## src/rtl/ps2_key_tracker.sv

```systemverilog
// ps2_key_tracker
//   Pops set-2 scan-code bytes from the PS/2 receiver FIFO. It decodes the
//   E0 (extended) and F0 (break) prefixes and keeps a small table of the
//   keys that are currently held. It emits one-cycle make/break events and
//   counts distinct new key presses.
//
// Ports
//   clk         system clock
//   clrn        synchronous active-low reset
//   ready       receiver FIFO non-empty
//   data        byte at the FIFO head
//   overflow    receiver FIFO overflow flag
//   nextdata_n  active-low pop strobe, low for one cycle after each capture
//   evt_valid   one-cycle event pulse
//   evt_make    1 = make, 0 = break; qualified by evt_valid
//   evt_ext     event key carried an E0 prefix; held until the next event
//   evt_code    event scan code; held until the next event
//   key_down    at least one key held
//   held_cnt    number of held keys
//   press_cnt   accepted new presses, wraps silently
//   drop        one-cycle pulse: a make was lost because the table was full
//   err_ovf     sticky receiver-overflow flag
module ps2_key_tracker #(
    parameter int MAX_KEYS      = 4,
    parameter int CNT_W         = 8,
    parameter bit REPEAT_FILTER = 1'b1
) (
    input  logic                            clk,
    input  logic                            clrn,
    input  logic                            ready,
    input  logic [7:0]                      data,
    input  logic                            overflow,
    output logic                            nextdata_n,
    output logic                            evt_valid,
    output logic                            evt_make,
    output logic                            evt_ext,
    output logic [7:0]                      evt_code,
    output logic                            key_down,
    output logic [$clog2(MAX_KEYS+1)-1:0]   held_cnt,
    output logic [CNT_W-1:0]                press_cnt,
    output logic                            drop,
    output logic                            err_ovf
);

    localparam int HC_W  = $clog2(MAX_KEYS + 1);
    localparam int IDX_W = (MAX_KEYS > 1) ? $clog2(MAX_KEYS) : 1;

    localparam logic [HC_W-1:0]  HC_ONE = HC_W'(1);
    localparam logic [CNT_W-1:0] PC_ONE = CNT_W'(1);
    localparam logic [7:0]       PFX_EXT = 8'hE0;
    localparam logic [7:0]       PFX_BRK = 8'hF0;

    typedef enum logic [1:0] {
        S_IDLE,
        S_POP,
        S_SETTLE
    } state_t;

    state_t state, state_nxt;

    // Prefix flags collected since the last code byte.
    logic ext_pend, brk_pend;

    // Held-key table: valid bit plus {ext, code} per slot.
    logic [MAX_KEYS-1:0] tbl_vld;
    logic [8:0]          tbl_key [MAX_KEYS];

    logic             capture, is_code;
    logic [8:0]       cur_key;
    logic             hit, free_ok;
    logic [IDX_W-1:0] hit_idx, free_idx;
    logic             do_insert, do_remove;

    // ------------------------------------------------------------------
    // Handshake FSM
    // ------------------------------------------------------------------
    always_ff @(posedge clk) begin
        // NOTE: every clocked register uses non-blocking assignment so all
        // state updates see the same pre-edge values.
        if (!clrn) state <= S_IDLE;
        else       state <= state_nxt;
    end

    always_comb begin
        // NOTE: defaults first so every path assigns every output (no latches).
        state_nxt  = state;
        nextdata_n = 1'b1;
        case (state)
            S_IDLE:   if (ready) state_nxt = S_POP;
            S_POP: begin
                nextdata_n = 1'b0;
                state_nxt  = S_SETTLE;
            end
            // The receiver's read pointer moves during this cycle, so ready
            // is not trusted until we are back in IDLE.
            S_SETTLE: state_nxt = S_IDLE;
            default:  state_nxt = S_IDLE;
        endcase
    end

    assign capture = (state == S_IDLE) && ready;
    assign is_code = capture && (data != PFX_EXT) && (data != PFX_BRK);
    assign cur_key = {ext_pend, data};

    // ------------------------------------------------------------------
    // Associative lookup and lowest free slot
    // ------------------------------------------------------------------
    always_comb begin
        hit      = 1'b0;
        hit_idx  = '0;
        free_ok  = 1'b0;
        free_idx = '0;
        for (int i = 0; i < MAX_KEYS; i++) begin
            if (tbl_vld[i] && (tbl_key[i] == cur_key)) begin
                hit     = 1'b1;
                hit_idx = IDX_W'(i);
            end
        end
        // Scan downwards so the last assignment is the lowest free index.
        for (int i = MAX_KEYS - 1; i >= 0; i--) begin
            if (!tbl_vld[i]) begin
                free_ok  = 1'b1;
                free_idx = IDX_W'(i);
            end
        end
    end

    assign do_insert = is_code && !brk_pend && !hit && free_ok;
    assign do_remove = is_code &&  brk_pend &&  hit;

    // Key payload carries no meaning unless its valid bit is set.
    always_ff @(posedge clk) begin
        // NOTE: table contents are not reset; clearing tbl_vld is enough.
        if (do_insert) tbl_key[free_idx] <= cur_key;
    end

    // ------------------------------------------------------------------
    // Control and event registers
    // ------------------------------------------------------------------
    always_ff @(posedge clk) begin
        if (!clrn) begin
            ext_pend  <= 1'b0;
            brk_pend  <= 1'b0;
            tbl_vld   <= '0;
            held_cnt  <= '0;
            key_down  <= 1'b0;
            press_cnt <= '0;
            evt_valid <= 1'b0;
            evt_make  <= 1'b0;
            evt_ext   <= 1'b0;
            evt_code  <= '0;
            drop      <= 1'b0;
            err_ovf   <= 1'b0;
        end else begin
            evt_valid <= 1'b0;
            drop      <= 1'b0;
            if (overflow) err_ovf <= 1'b1;

            if (capture && (data == PFX_EXT)) ext_pend <= 1'b1;
            if (capture && (data == PFX_BRK)) brk_pend <= 1'b1;

            if (is_code) begin
                ext_pend <= 1'b0;
                brk_pend <= 1'b0;
                if (brk_pend) begin
                    // A break is always reported, held or not.
                    evt_valid <= 1'b1;
                    evt_make  <= 1'b0;
                    evt_ext   <= ext_pend;
                    evt_code  <= data;
                    if (hit) begin
                        tbl_vld[hit_idx] <= 1'b0;
                        held_cnt         <= held_cnt - HC_ONE;
                        key_down         <= (held_cnt != HC_ONE);
                    end
                end else if (hit) begin
                    // Typematic repeat: never counted, optionally reported.
                    if (!REPEAT_FILTER) begin
                        evt_valid <= 1'b1;
                        evt_make  <= 1'b1;
                        evt_ext   <= ext_pend;
                        evt_code  <= data;
                    end
                end else if (free_ok) begin
                    tbl_vld[free_idx] <= 1'b1;
                    held_cnt          <= held_cnt + HC_ONE;
                    key_down          <= 1'b1;
                    press_cnt         <= press_cnt + PC_ONE;
                    evt_valid         <= 1'b1;
                    evt_make          <= 1'b1;
                    evt_ext           <= ext_pend;
                    evt_code          <= data;
                end else begin
                    drop <= 1'b1;
                end
            end
        end
    end

endmodule
```

## config.mk

```make
export PLATFORM = sky130hd
export DESIGN_NAME = ps2_key_tracker
export DESIGN_NICKNAME = d
export VERILOG_FILES = /design/src/rtl/ps2_key_tracker.sv
export SDC_FILE = /design/constraint.sdc
export NUM_CORES = 1
export LEC_CHECK = 0
export CORE_ASPECT_RATIO = 1.75
export CORE_MARGIN = 1.5
export CORE_UTILIZATION = 55
export DETAILED_ROUTE_END_ITERATION = 16
export PLACE_DENSITY = 0.88
export SYNTH_ARGS = -nofsm -noshare
export SYNTH_HDL_FRONTEND = slang
export SYNTH_SLANG_ARGS = --single-unit
```

## constraint.sdc

```tcl
create_clock -name clk -period 3.1 [get_ports clk]
set_clock_uncertainty 0.1 [all_clocks]
set_input_delay 0.465 -clock clk [delete_from_list [all_inputs] [get_ports clk]]
set_output_delay 0.465 -clock clk [all_outputs]
set_load 0.02 [all_outputs]
```

==> out/qor.csv <==
stage,metric,value,unit
final_layout,synthesis-to-layout area growth,26.9,%
floorplanning,die footprint,6090,um^2
timing,highest clock rate,346,MHz
floorplanning,Die X,59.7,um
power,"IR drop worst, VDD",316,uV
detailed_routing,1st-iter DRT viols,87,
yosys,post-synthesis cell count,281,
timing,min cycle time layout,2.89,ns
floorplanning,Initial Util,56.2,%
critical_path,CP max-delay cell,nor3_1,
min_path,min-delay worst type,flop to flop,
detailed_routing,final wirelength,6.38,mm
detailed_routing,Via-to-Cell Ratio,5.36,
yosys,"Distinct cells, synth",39,
power,sw frac,25.4,%
yosys,area share of the largest cell type after synthesis,35.0,%
timing,final count of hold timing violations,0,
yosys,"Cell Area, Synth",3090,um^2
floorplanning,Cell Rows,36,
critical_path,critical path class,primary input to flop,
detailed_routing,DRC,0,
detailed_routing,ANT nets after route,0,
clock_tree,post_cts resized,0,
clock_tree,CTS Buffer Depth,2,
yosys,"FF+latch count, synth",69,
placed_design,port bufs,37,
yosys,asr flop ratio synth,0,%
yosys,Synth Flop Type,edfxtp_1,
floorplanning,number of I/O pins,38,
global_route,global route overflow,0,
critical_path,worst path arrival time,2.75,ns
global_route,largest net degree at the start of global routing,37,
flow_run,max cap viols,0,
yosys,"area leader, netlist",edfxtp_1,
critical_path,Crit. End Element,flop,
timing,hold slack,0.362,ns
placed_design,GP Congestion,0.872,
critical_path,Crit Path Max Fanout,9,
critical_path,critical path launch point type,primary input,
clock_tree,cts hold-fix bufs,0,
yosys,register area share after synthesis,56.4,%
final_layout,NumNets Final,362,
timing,unrepaired setup endpoints after global routing,no,
global_route,Total GRT Usage,23.3,%
power,switching power,0.000478,W
global_route,global-route wire length before repair,10.2,mm
floorplanning,core area,5500,um^2
outcome,status,"complete, no violations",
placed_design,Post-DP HPWL,4.65,mm
global_route,initial antenna violation count,0,
timing,worst slew pin tran,1.17,ns
placed_design,DP Area,3760,um^2
detailed_routing,DRT Pass-1 Iters,4,
yosys,synth top area cells,"edfxtp_1, dfxtp_1, mux2i_1",
timing,endpoints failing setup,0,
critical_path,crit-path max cell delay,0.93,ns
clock_tree,clock latency on the worst-skew pair,0.34,ns
clock_tree,Clock Sinks,69,
timing,Final Cycle Share,93.2,%
final_layout,filler cell count,398,
clock_tree,Post CTS Setup Buffer Count,0,
clock_tree,clock root cell,clkbuf_8,
final_layout,final instance area,3920,um^2
final_layout,n_diodes,0,
clock_tree,Num CTS Buffers,9,
power,static leakage,1.45,nW
power,sequential share of power,54.4,%
clock_tree,number of H-tree levels,3,
yosys,YS warnings,0,
yosys,syn nets,297,
final_layout,share of layout cells above drive strength 1,15.1,%
clock_tree,CTS tree,done,
power,internal power,0.00141,W
detailed_routing,WL per Instance,14.9,um
timing,Final Slew Violations,0,
floorplanning,Die H,102,um
clock_tree,"Clk pin slew, worst setup/hold paths",0.07,ns
yosys,synthesized area per cell,11.0,um^2
power,combinational power share,14.1,%
power,Clk pwr share,31.5,%
timing,relative slew slack,21.7,%
power,pwr dens,481,nW/um^2
critical_path,"Data required, critical path",2.96,ns
global_route,vias in the first global route,2195,
yosys,"EDFF count, synth",36,
critical_path,worst-path cell chain,clkdlybuf4s50_1 -> or3b_4 -> a41o_1 -> nor2_1 -> nand2_1 -> nor3_1,
detailed_routing,total number of vias,2287,
[final timing paths]
kind                               start            end  slack (ns)  cells past startpoint
worst min-delay path             evt_ext        evt_ext        0.36                      2
worst min register to register   evt_ext        evt_ext        0.36                      2
worst max-delay path               ready  tbl_key[2][7]        0.21                      6
worst max register to register  ext_pend  tbl_key[2][7]        0.38                      6
[registers in the layout (all words and copies together), names as in the netlist]
signal	count
brk_pend	1
drop	1
err_ovf	1
evt_code	8
evt_ext	1
evt_make	1
evt_valid	1
ext_pend	1
held_cnt	3
key_down	1
press_cnt	8
state	2
tbl_key	36
tbl_vld	4
[cell families (layout without fill, tap and decap cells)]
family,Yosys count,count (layout),share of synthesized area [%]
fa+ha+maj,4,4,1.62
flops,69,69,56.4
mux,18,18,5.83
xor+xnor,37,37,10.5
simple gates,100,100,16.1
buf+inv,28,98,4.33
compound gates,25,25,5.27
[Yosys cell counts (3+ instances only)]
| library cell | n |
|---|---|
| edfxtp_1 | 36 |
| nand2b_1 | 4 |
| dfxtp_1 | 33 |
| buf_2 | 8 |
| xor2_1 | 18 |
| mux2i_1 | 18 |
| xnor2_1 | 19 |
| buf_4 | 3 |
| nor3_1 | 5 |
| nor4_1 | 4 |
| nor2_1 | 22 |
| a31oi_1 | 3 |
| o31ai_1 | 4 |
| o21ai_0 | 4 |
| a21oi_1 | 7 |
| nand4_1 | 8 |
| nand2_1 | 36 |
| ha_1 | 4 |
| inv_1 | 9 |
| or4_1 | 3 |
| nand3_1 | 7 |
| clkbuf_1 | 7 |
[critical path: cells and delay by family]
kind	cells	cell delay (ns)
buffers and inverters	1	0.50
AO/OA/AOI/OAI	1	0.23
AND/OR/NAND/NOR	4	1.55
[per-layer routing]
layer	track usage, %	part of all wire (%)	vias to the layer above
met3	3.54	3.2	24
met5	0	0	-
met2	37.6	52	67
met4	19.7	5.2	0
li1	-	-	1109
met1	26.0	40	1087
[cell type report]
type | instances | area (um^2) | area share [%]
Tap cell | 76 | 95.1 | 2.43
Clock inverter | 7 | 32.5 | 0.830
Inverter | 9 | 33.8 | 0.862
Multi-Input combinational cell | 184 | 1210 | 31.0
Clock buffer | 9 | 124 | 3.16
Timing Repair Buffer | 73 | 678 | 17.3
Sequential cell | 69 | 1740 | 44.4
[metrics by stage]
stage / power, W / util (%) / setup WS [ns] / setup TNS (ns) / instances
after CTS: 0.00191 / 71.3 / 0.195 / 0 / 427
after global placement: 0.00130 / 68.5 / -0.0416 / -0.373 / 411
after detailed placement: 0.00131 / 68.5 / -0.182 / -1.82 / 411
final: 0.00188 / 71.3 / 0.212 / 0 / 427
after floorplan: 0.00119 / - / 0.380 / 0 / 281
after global routing: 0.00197 / 71.3 / 0.0186 / 0 / 427
[power groups by stage]
stage               clock network (W)  logic (W)  registers, W
floorplan                           0   0.000127       0.00106
global placement                    0   0.000257       0.00104
detailed placement                  0   0.000265       0.00105
CTS                          0.000615   0.000267       0.00102
global route                 0.000649   0.000289       0.00103
finish                       0.000593   0.000265       0.00103
[cells in the final DEF, fill, tap and decap left out, types with 5 or more instances in the layout]
| cell | count |
|---|---|
| clkdlybuf4s50_1 | 37 |
| nand2_1 | 36 |
| edfxtp_1 | 36 |
| dfxtp_1 | 33 |
| buf_4 | 33 |
| nor2_1 | 22 |
| xnor2_1 | 19 |
| xor2_1 | 18 |
| mux2i_1 | 18 |
| inv_1 | 9 |
| clkbuf_8 | 9 |
| nand4_1 | 8 |
| nand3_1 | 7 |
| a21oi_1 | 7 |
| nor3_1 | 5 |
Note: power is estimated with default switching activity, not from simulation.
